--- src/rtl/syscall_unit.sv ---
// MIPS syscall service unit: print_int (1), read_int (5), exit (10); stalls the datapath while busy.
// Optional read_int support is built only when SYSCALL_READ_INT_EN is defined.
module syscall_unit #(
    parameter int TX_NEWLINE = 1,
    parameter int WB_REG     = 2
) (
    input  logic        clk,
    input  logic        rst_n,
    input  logic        syscall,
    input  logic [31:0] v0_in,
    input  logic [31:0] a0_in,
    output logic        stall,
    output logic [7:0]  tx_data,
    output logic        tx_valid,
    input  logic        tx_ready,
    input  logic [7:0]  rx_data,
    input  logic        rx_valid,
    output logic        rx_ready,
    output logic        wb_en,
    output logic [4:0]  wb_reg,
    output logic [31:0] wb_data,
    output logic        halted,
    output logic        bad_code
);

    typedef enum logic [2:0] {
        IDLE, PR_SIGN, PR_DIG, PR_EMIT, PR_NL, HALT
`ifdef SYSCALL_READ_INT_EN
        , RD, WB
`endif
    } state_t;

    state_t      state;
    logic        syscall_q;
    logic        syscall_rise;
    logic [31:0] mag;
    logic [3:0]  idx;
    logic [3:0]  dig;
    logic        started;

`ifdef SYSCALL_READ_INT_EN
    logic [31:0] acc;
    logic        neg;
    logic        first;
`else
    logic        unused_rx;
    assign unused_rx = ^{rx_valid, rx_data};
    assign rx_ready  = 1'b0;
    assign wb_en     = 1'b0;
    assign wb_data   = 32'h0;
`endif

    assign syscall_rise = syscall & ~syscall_q;
    assign stall        = syscall_rise | (state != IDLE);
    assign wb_reg       = 5'(WB_REG);

    function automatic logic [31:0] pow10(input logic [3:0] i);
        case (i)
            4'd9:    pow10 = 32'd1000000000;
            4'd8:    pow10 = 32'd100000000;
            4'd7:    pow10 = 32'd10000000;
            4'd6:    pow10 = 32'd1000000;
            4'd5:    pow10 = 32'd100000;
            4'd4:    pow10 = 32'd10000;
            4'd3:    pow10 = 32'd1000;
            4'd2:    pow10 = 32'd100;
            4'd1:    pow10 = 32'd10;
            default: pow10 = 32'd1;
        endcase
    endfunction

    always_ff @(posedge clk or negedge rst_n) begin
        if (!rst_n) begin
            state     <= IDLE;
            syscall_q <= 1'b0;
            tx_valid  <= 1'b0;
            tx_data   <= 8'h0;
            halted    <= 1'b0;
            bad_code  <= 1'b0;
            mag       <= 32'h0;
            idx       <= 4'd0;
            dig       <= 4'd0;
            started   <= 1'b0;
`ifdef SYSCALL_READ_INT_EN
            rx_ready  <= 1'b0;
            wb_en     <= 1'b0;
            wb_data   <= 32'h0;
            acc       <= 32'h0;
            neg       <= 1'b0;
            first     <= 1'b0;
`endif
        end else begin
            syscall_q <= syscall;
            bad_code  <= 1'b0;
            case (state)
                // Dispatch happens on the latching edge so an unsupported code stalls only one cycle.
                IDLE: if (syscall_rise) begin
                    case (v0_in)
                        32'd1: begin
                            state <= PR_SIGN;
                            if (a0_in[31]) begin
                                mag      <= -a0_in;
                                tx_valid <= 1'b1;
                                tx_data  <= 8'h2D;
                            end else begin
                                mag <= a0_in;
                            end
                        end
`ifdef SYSCALL_READ_INT_EN
                        32'd5: begin
                            state    <= RD;
                            rx_ready <= 1'b1;
                            acc      <= 32'h0;
                            neg      <= 1'b0;
                            first    <= 1'b1;
                        end
`endif
                        32'd10: begin
                            state  <= HALT;
                            halted <= 1'b1;
                        end
                        default: bad_code <= 1'b1;
                    endcase
                end
                PR_SIGN: if (!tx_valid || tx_ready) begin
                    tx_valid <= 1'b0;
                    idx      <= 4'd9;
                    dig      <= 4'd0;
                    started  <= 1'b0;
                    state    <= PR_DIG;
                end
                // Repeated subtraction per decimal place; leading zeros are skipped until the first nonzero.
                PR_DIG: begin
                    if (mag >= pow10(idx)) begin
                        mag <= mag - pow10(idx);
                        dig <= dig + 4'd1;
                    end else if (dig != 4'd0 || started || idx == 4'd0) begin
                        tx_valid <= 1'b1;
                        tx_data  <= 8'h30 + {4'h0, dig};
                        started  <= 1'b1;
                        state    <= PR_EMIT;
                    end else begin
                        idx <= idx - 4'd1;
                        dig <= 4'd0;
                    end
                end
                PR_EMIT: if (tx_ready) begin
                    if (idx == 4'd0) begin
                        state <= PR_NL;
                        if (TX_NEWLINE != 0) tx_data <= 8'h0A;
                        else tx_valid <= 1'b0;
                    end else begin
                        tx_valid <= 1'b0;
                        idx      <= idx - 4'd1;
                        dig      <= 4'd0;
                        state    <= PR_DIG;
                    end
                end
                PR_NL: if (!tx_valid || tx_ready) begin
                    tx_valid <= 1'b0;
                    state    <= IDLE;
                end
                HALT: state <= HALT;
`ifdef SYSCALL_READ_INT_EN
                // rx_ready is held high throughout RD, so rx_valid alone marks an accepted byte.
                RD: if (rx_valid) begin
                    if (rx_data == 8'h0A) begin
                        rx_ready <= 1'b0;
                        wb_en    <= 1'b1;
                        wb_data  <= neg ? -acc : acc;
                        state    <= WB;
                    end else begin
                        first <= 1'b0;
                        if (rx_data == 8'h2D && first)
                            neg <= 1'b1;
                        else if (rx_data >= 8'h30 && rx_data <= 8'h39)
                            acc <= acc * 32'd10 + {28'h0, rx_data[3:0]};
                    end
                end
                WB: begin
                    wb_en <= 1'b0;
                    state <= IDLE;
                end
`endif
                default: state <= IDLE;
            endcase
        end
    end

endmodule

--- config.mk ---
export PLATFORM = sky130hd
export DESIGN_NAME = syscall_unit
export DESIGN_NICKNAME = d
export VERILOG_FILES = /design/src/rtl/syscall_unit.sv
export SDC_FILE = /design/constraint.sdc
export NUM_CORES = 1
export LEC_CHECK = 0
export ABC_AREA = 1
export BUFFER_PORTS_ARGS = -buffer_cell sky130_fd_sc_hd__buf_2
export CAP_MARGIN = 10
export CORE_ASPECT_RATIO = 1.75
export CORE_UTILIZATION = 35
export CTS_CLUSTER_DIAMETER = 150
export DETAILED_ROUTE_END_ITERATION = 6
export SYNTH_ARGS = -nofsm -noshare
export SYNTH_HDL_FRONTEND = slang
export SYNTH_SLANG_ARGS = --single-unit
--- constraint.sdc ---
create_clock -name clk -period 6 [get_ports clk]
set_input_delay 0.3 -clock clk [delete_from_list [all_inputs] [get_ports clk]]
set_output_delay 0.3 -clock clk [all_outputs]
set_load 0.1 [all_outputs]
# Word level (Yosys, flattened, before mapping)

Memories as Yosys holds them, arrays and structs flattened.
Cells that the tools add are included.

Bits in writable memories: 0
Bits in registers: 56
Logic and storage cells: 116
Bits in read-only memories: 960
Memories: 2
Latch bits: 0

Order comparisons: 1
Div/mod/pow operators: 0
$add $sub $neg: 5
Shift-type cells: 0
Multipliers: 0
Bitwise operators: 3
Mux-type cells: 50
Equality and inequality tests: 22
Reduce and logical (&&, ||, !) cells: 23

Memory list:

| name             | depth | width | rd ports | clocked after Yosys merged registers in | wr ports | RTL line | RTL |
|---|---|---|---|---|---|---|---|
| (name not given) | 16    | 30    | 1        | 0                                       | 0        | 58       | `case (i)` |
| (name not given) | 16    | 30    | 1        | 0                                       | 0        | 58       |  |

Operators by type and width:

| operator                                       | number |
|---|---|
| 2-to-1 mux 32 bit                              | 7 |
| case mux 32 bit (2 select lines)               | 1 |
| 2-to-1 mux 8 bit                               | 7 |
| 2-to-1 mux 4 bit                               | 10 |
| == test 32 x 1 -> 1 bit, second input constant | 1 |
| == test 32 x 4 -> 1 bit, second input constant | 1 |
| greater-or-equal comparator 32 bit             | 1 |
| negation 32 bit                                | 1 |
| subtractor 32 bit                              | 1 |
| case mux 4 bit (3 select lines)                | 2 |
| case mux 8 bit (3 select lines)                | 1 |
| != test 2 bit, second input constant           | 11 |
| 2-to-1 mux 3 bit                               | 7 |
| case mux 3 bit (6 select lines)                | 1 |
| 2-to-1 mux 1 bit                               | 11 |
| AND reduction 9 bit                            | 1 |
| nonzero test 3 bit                             | 3 |
| AND reduction 4 bit                            | 2 |
| AND reduction 8 bit                            | 1 |
| nonzero test 4 bit                             | 2 |
| adder 6 x 4 -> 7 bit, first input constant     | 1 |
| AND reduction 7 bit                            | 1 |
| == test 3 x 2 -> 1 bit, second input constant  | 2 |
| == test 3 bit, second input constant           | 2 |
| 21 further kinds                               | 26 |

# Depth between registers and ports, before layout

Gate-level depths: netlist of run 1.

Word-level depth: 8
Mapped depth: 21
Gate-level depth less buffers: 20

# Worst setup path after synthesis of run 1

Ideal clock, no wire load.

Path type: reg-to-reg
From: register idx[3]
To: register tx_valid
Buffers on the path: 2
Arrival: 2.604 ns
Stages on the path, launching flop included: 19
Path slack: 3.273 ns
Data required time: 5.878 ns
Path through: dfrtp_1 > clkbuf_1 > nor2_1 > inv_1 > or2_2 > ha_1 > nand2_1 > inv_1 > nand2_1 > nand2_1 > a21oi_1 > nand3_1 > nand2_2 > nand2_2 > nand2_2 > buf_6 > nand3_1 > nand2_1 > nand2_1

Word-level cells in the longest chain between the ends: 5
Elaborated cells between the ends (all ways): 9

RTL lines:

| element                            | RTL line | RTL |
|---|---|---|
| start, declared                    | 37       | `logic [3:0] idx;` |
| start signal, assigned             | 143      | `idx <= idx - 4'd1;` |
| start signal, assigned             | 154      | `idx <= idx - 4'd1;` |
| memory read (16 x 30 bit)          | -        |  |
| 2-to-1 mux 32 bit                  | 95       | `case (state)` |
| greater-or-equal comparator 32 bit | 134      | `if (mag >= pow10(idx)) begin` |
| != test 2 bit (no line)            | -        |  |
| AND reduction 9 bit (no line) *    | -        |  |
| end signal, assigned               | 103      | `tx_valid <= 1'b1;` |
| end signal, assigned               | 138      | `tx_valid <= 1'b1;` |
| end signal, assigned               | 151      | `else tx_valid <= 1'b0;` |
| end, declared                      | 14       | `output logic tx_valid,` |

Mark *: on every way between the ends. The rest lies on a longest branch, timed or not. The select of a mux whose other input is x is not followed.
A chain may end at the register's enable or synchronous reset.

# Final worst setup path of run 1

From: register idx[0]
To: register tx_data[1]

Word-level cells in the longest chain between the ends: 5
Elaborated cells between the ends (all ways): 9

RTL lines:

| element                            | RTL line | RTL |
|---|---|---|
| memory read (16 x 30 bit)          | -        |  |
| 2-to-1 mux 32 bit                  | 95       |  |
| greater-or-equal comparator 32 bit | 134      |  |
| != test 2 bit (no line)            | -        |  |
| AND reduction 8 bit (no line) *    | -        |  |
| end signal, assigned               | 139      | `tx_data <= 8'h30 + {4'h0, dig};` |
| end, declared                      | 13       | `output logic [7:0] tx_data,` |

Marked as above.

==> results of run 1 <==
cells in the final DEF, fill, tap and decap left out, types with 8 or more instances in the layout:
cell type  Yosys  final
ha_1          39     39
nand2_1      498    498
nor2_1       124    124
o21ai_0       42     42
nand3_1       91     91
nor3_1        16     16
buf_2          4     77
conb_1         2     41
dfrtp_1       54     54
inv_1        193    193
nand4_1       24     24
a21oi_1       41     41
xor2_1        11     11
nand2_2        8      8
final timing paths:
check / startpoint / endpoint / slack, ns / cells after the start
max in group asynchronous: rst_n / mag[21] / 5.33 / 2
min: rst_n / dig[0] / 0.12 / 2
max reg2reg: idx[0] / tx_data[1] / 2.24 / 17
max: idx[0] / tx_data[1] / 2.24 / 17
min reg2reg: halted / halted / 0.47 / 1
min in group clk: syscall / syscall_q / 0.12 / 1
flip-flops by register name, indices dropped and copies added (netlist names):
register	cells
tx_valid	1
state	3
tx_data	6
syscall_q	1
idx	4
bad_code	1
mag	32
dig	4
started	1
halted	1
layout make-up:
type | instances | area [um2]
multi-input cells | 987 | 4680
repair buffers | 79 | 400
well taps | 245 | 307
fillers | 2277 | 12100
clock inverters | 1 | 5.00
clock buffers | 7 | 143
flip-flops and latches | 54 | 1350
inverters | 198 | 743
critical path, cell delays in order (launching register included):
cell and delay (ns):
dfrtp_1 0.44, inv_1 0.22, ha_1 0.26, nand2_1 0.13
nor2_1 0.29, inv_1 0.17, ha_1 0.38, nand2_1 0.13
inv_1 0.05, nand2_1 0.06, and2_1 0.15, o21ai_0 0.14
nor2_2 0.40, nand2_2 0.17, nand2_2 0.26, nand3_2 0.21
nand2_1 0.10, nand2_1 0.06
cells by family (layout without fill, tap and decap cells):
kind of cell | after synthesis | after routing
AND/OR/NAND/NOR | 792 | 792
other | 2 | 41
XOR/XNOR | 11 | 11
AO/OA/AOI/OAI | 103 | 103
buffers and inverters | 259 | 285
adder cells (fa/ha/maj) | 40 | 40
flip-flops | 54 | 54
through the flow:
stage               cell area (um2)  total power [mW]  cells  setup slack, ns  hold WS (ns)
finish                         7620             0.915   1571             2.24         0.120
CTS                            7620             0.919   1571             2.29         0.114
global route                   7620             0.947   1571             1.98         0.122
global placement               7480             0.597   1563             2.33         0.436
floorplan                      7210             0.560   1300             3.27       0.00441
detailed placement             7480             0.598   1563             2.33         0.436
layer usage:
metal / part of all wire [%] / up-vias / track usage (%)
met5: 0 / - / 0
met4: 6.8 / 0 / 16.1
met2: 53 / 250 / 47.0
met3: 3.7 / 81 / 2.74
met1: 36 / 3464 / 24.1
li1: - / 3969 / -
power by group through the flow:
stage	Combinational [mW]	Sequential, mW	Clock (mW)
2_1_floorplan	0.186	0.374	0
6_report	0.227	0.365	0.324
3_5_place_dp	0.226	0.372	0
3_3_place_gp	0.226	0.372	0
5_1_grt	0.242	0.365	0.340
4_1_cts	0.226	0.364	0.329
==> results.py, run 1 <==
metrics = {
    "timing": {
        "worst_pin_slew_ns": 0.900,
        "hold_violations": 0,
        "fin_skew_ns": 0.0112,
        "max_freq_mhz": 266,
        "slew_viol_final": 0,
        "setup_tns_ns": 0,
        "rsz0062_at_grt": "false",
        "setup_violations": 0,
        "relSlewSlack_pct": 39.9,
        "finalCritPeriodShare_pct": 62.6,
        "post-route-min-period_ns": 3.76,
    },
    "synth": {
        "yosys.area.top_type": "nand2_1",
        "synth_top_family_by_area": "simple AND/OR/NAND/NOR gates",
        "synth_simple_gate_area_share_pct": 47.4,
        "yosys_most_used_dff": "dfrtp_1",
        "synth_seq_cells": 54,
        "syn_area_per_cell_um2": 5.60,
        "synth_area_um2": 7060,
        "yosys-mux-area-fraction_pct": 0,
        "synthTopCellsByArea": "nand2_1 (26%), dfrtp_1 (19%), inv_1 (10%), ha_1 (6.9%), nor2_1 (6.6%)",
        "yosys.area_share.adder_pct": 7.19,
        "synth_edf_count": 0,
        "yosysWarnings": 0,
        "synth.distinct_cells": 47,
        "syn_inst": 1261,
        "synthArstFlopShare_pct": 100,
        "synth_top_cell_area_share_pct": 26.5,
        "synth.most_common_cell": "nand2_1",
        "synth_compound_area_share_pct": 8.01,
        "ys_seq_area_share_pct": 19.1,
        "synth_xor_area_share_pct": 1.36,
        "yosys-top-cells-count": "nand2_1 (498), inv_1 (193), nor2_1 (124)",
    },
    "power": {
        "power_density_nw_per_um2": 120,
        "pwr-share-comb_pct": 24.8,
        "p_clk_share_pct": 35.4,
        "swShare_pct": 37.7,
        "p_seq_share_pct": 39.8,
        "p_leak_nw": 4.17,
        "intPower_mw": 0.570,
        "max-vdd-ir-drop_mv": 0.114,
        "p_sw_mw": 0.345,
    },
    "drt": {
        "vias_per_cell": 4.94,
        "vias": 7764,
        "drc_errors": 0,
        "wire_per_inst_um": 15.3,
        "wl_um": 24100,
        "dr.pass1.iters": 5,
        "drt-initial-drc-count": 351,
        "antenna_left": 0,
    },
    "finish": {
        "syn2layout_area_growth_pct": 7.93,
        "diodes": 0,
        "drive_gt1_share_pct": 9.13,
        "finalNetCount": 1442,
        "utilization_pct": 38.6,
    },
    "placement": {
        "finalWeightedCongestion": 0.980,
        "dp_hpwl_um": 20000,
        "portBuffers": 77,
    },
    "setup_path": {
        "start_kind": "flop",
        "arrival_ns": 3.95,
        "endpoint_kind": "flop",
        "required_ns": 6.19,
        "worstSetupPathType": "flop to flop",
        "critPathMaxFanout": 12,
    },
    "cts": {
        "cts_setup_buffers": 0,
        "cts.path.max_buffers": 2,
        "htree_levels": 2,
        "cts_hold_buf": 0,
        "cts-resized-gates": 0,
        "clock_latency_ns": 0.31,
        "clock_sinks": 54,
        "cts_buffers": 5,
        "cts.clk_slew.worst_paths_ns": 0.08,
        "cts_root_buf": "clkbuf_16",
        "cts_tree": "built",
    },
    "floorplanning": {
        "fp.dieW_um": 109,
        "dieArea_um2": 20800,
        "io-pin-count": 128,
        "core_area_um2": 19700,
        "rows": 68,
        "die_y_um": 190,
        "initial_core_util_pct": 35.8,
    },
    "grt": {
        "grt_pass1_wl_um": 38500,
        "grt_start_max_net_pins": 55,
        "overflow": 0,
        "antenna_found_initial": 0,
        "grt_pass1_vias": 7685,
        "track_usage_pct": 24.6,
    },
    "min_path": {
        "hp-class": "primary input to asynchronous set/reset pin",
    },
    "job": {
        "max-cap-violations": 0,
    },
    "outcome": {
        "outcome": "finished clean",
    },
}
Power figures use the tool's default switching activity.
==> inputs of run 2 (changes only) <==
==> constraint.sdc (replaced) <==
create_clock -name clk -period 3.3 [get_ports clk]
set_input_delay 0.165 -clock clk [delete_from_list [all_inputs] [get_ports clk]]
set_output_delay 0.165 -clock clk [all_outputs]
set_load 0.1 [all_outputs]
==> run 2 against run 1 <==
Compared with the run above:
- sequential power is 82% higher
- largest power group unchanged
- highest routed layer unchanged
- routed wire length is 3.3% higher
- register-to-register slack worse by 2.0 ns
- clock power is 100% higher
- largest cell class unchanged
- maximum frequency is 23% higher
==> results.py, run 2 (synthesis gave the netlist of run 1 again) <==
metrics = {
    "timing": {
        "post-route-min-period_ns": 3.07,
        "max_freq_mhz": 326,
        "fin_skew_ns": 0.0103,
        "setup_tns_ns": 0,
        "finalCritPeriodShare_pct": 92.9,
        "finalWorstSetupSlack_ns": 0.233,
        "relSlewSlack_pct": 32.5,
        "slew_viol_final": 0,
        "rsz0062_at_grt": "false",
        "worst_pin_slew_ns": 1.01,
        "setup_violations": 0,
        "hold_violations": 0,
    },
    "setup_path": {
        "required_ns": 3.56,
        "critPathMaxFanout": 23,
        "arrival_ns": 3.32,
        "endpoint": "mag[26]",
        "timing.rr.end": "mag[26]",
        "start_kind": "flop",
        "endpoint_kind": "flop",
        "r2r-start": "idx[3]",
        "r2r_slack_ns": 0.23,
        "startpoint": "idx[3]",
        "worstSetupPathType": "flop to flop",
        "r2r_cells": 15,
    },
    "finish": {
        "top_register": "mag",
        "drive_gt1_share_pct": 13.9,
        "syn2layout_area_growth_pct": 16.0,
        "layoutNonFillerInstCount": 1638,
        "fillers": 2221,
        "layout_commonest_cell": "nand2_1",
        "final_cell_mix": "nand2_1 (498), inv_1 (192), nor2_1 (120), nand3_1 (91), buf_2 (77)",
        "largest_reg_flops": 32,
        "diodes": 0,
        "largest_registers": "mag: 32 flops, tx_data: 6 flops",
        "finalNetCount": 1509,
    },
    "grt": {
        "grt_pass1_wl_um": 39500,
        "grt_start_max_net_pins": 42,
        "overflow": 0,
        "grt_pass1_vias": 7947,
        "track_usage_pct": 25.3,
        "antenna_found_initial": 0,
    },
    "floorplanning": {
        "dieArea_um2": 20800,
        "die_y_um": 190,
        "initial_core_util_pct": 35.8,
        "core_area_um2": 19700,
        "fp.dieW_um": 109,
        "io-pin-count": 128,
        "rows": 68,
    },
    "power": {
        "report.power.total_mw": 1.73,
        "max-vdd-ir-drop_mv": 0.186,
        "power_density_nw_per_um2": 212,
        "p_leak_nw": 4.52,
    },
    "drt": {
        "vias": 8040,
        "drc_errors": 0,
        "drt-initial-drc-count": 383,
        "dr.pass1.iters": 5,
        "wl_um": 24800,
        "antenna_left": 0,
        "vias_per_cell": 4.91,
        "wire_per_inst_um": 15.2,
    },
    "cts": {
        "htree_levels": 2,
        "cts.path.max_buffers": 2,
        "cts_buffers": 5,
        "cts_tree": "built",
        "cts_root_buf": "clkbuf_16",
        "clock_sinks": 54,
        "clock_latency_ns": 0.32,
        "cts.clk_slew.worst_paths_ns": 0.08,
    },
    "placement": {
        "dpl_worst_slack_ns": 0.0996,
        "portBuffers": 77,
        "dp_hpwl_um": 21200,
        "finalWeightedCongestion": 0.966,
        "place_inst": 1628,
    },
    "job": {
        "max-cap-violations": 0,
    },
    "min_path": {
        "hp-class": "primary input to asynchronous set/reset pin",
    },
    "outcome": {
        "outcome": "finished clean",
    },
}
-- run 2: per-layer routing --
metal | track usage, % | part of all wire, % | vias up
met5 | 0 | 0 | -
met4 | 16.3 | 7.0 | 0
met3 | 2.54 | 4.0 | 75
met2 | 49.0 | 54 | 261
met1 | 24.3 | 35 | 3611
li1 | - | - | 4093
-- run 2: area by class of cell --
| cell class | instances | area (um2) | area share, % |
|---|---|---|---|
| well taps | 245 | 307 | 3.74 |
| inverters | 198 | 743 | 9.07 |
| clock inverters | 3 | 43.8 | 0.534 |
| multi-input cells | 987 | 4700 | 57.3 |
| repair buffers | 146 | 931 | 11.4 |
| flip-flops and latches | 54 | 1350 | 16.5 |
| clock buffers | 5 | 125 | 1.53 |
-- run 2: worst max-delay path: stages, from the launching register on --
cell	delay (ns)
dfrtp_1	0.44
clkinv_1	0.27
nor2_1	0.29
a21oi_1	0.17
ha_1	0.40
nand2_1	0.09
nor2_1	0.27
nand2_1	0.13
nor2_2	0.20
nand2_2	0.14
nand3_4	0.11
nand2_4	0.07
nor2_8	0.11
buf_12	0.17
nand2_1	0.07
nand2_1	0.06
-- run 2: how the worst min path moves through the flow --
stage	slack [ns]	startpoint	cells after the start	end
after global routing	0.1	rst_n	1	dig[0]
after CTS	0.05	rst_n	1	dig[1]
after global placement	0.30	syscall	1	syscall_q
final	0.01	rst_n	1	dig[0]
after floorplan	-0.13	rst_n	0	bad_code
after detailed placement	0.30	syscall	1	syscall_q
-- run 2: stage by stage --
stage / hold WS, ns / util, % / cell area, um2
after floorplan: -0.131 / - / 7210
after global placement: 0.301 / 40.5 / 7990
after detailed placement: 0.304 / 40.5 / 7990
after CTS: 0.0514 / 41.4 / 8170
after global routing: 0.0965 / 41.5 / 8200
final: 0.0102 / 41.5 / 8200
-- run 2: repair_timing --
item	in CTS	in global routing
hold endpoints to repair	1	0
hold buffers	1	0
setup endpoints to repair	0	49
resized for setup	0	7
buffers inserted	0	1
-- run 2: report_power, final --
group | switching, mW | internal (mW) | leakage (nW)
Sequential | 0.000384 | 0.662 | 0.553
Clock | 0.298 | 0.362 | 0.0842
Combinational | 0.339 | 0.0728 | 3.89
Total | 0.638 | 1.10 | 4.52
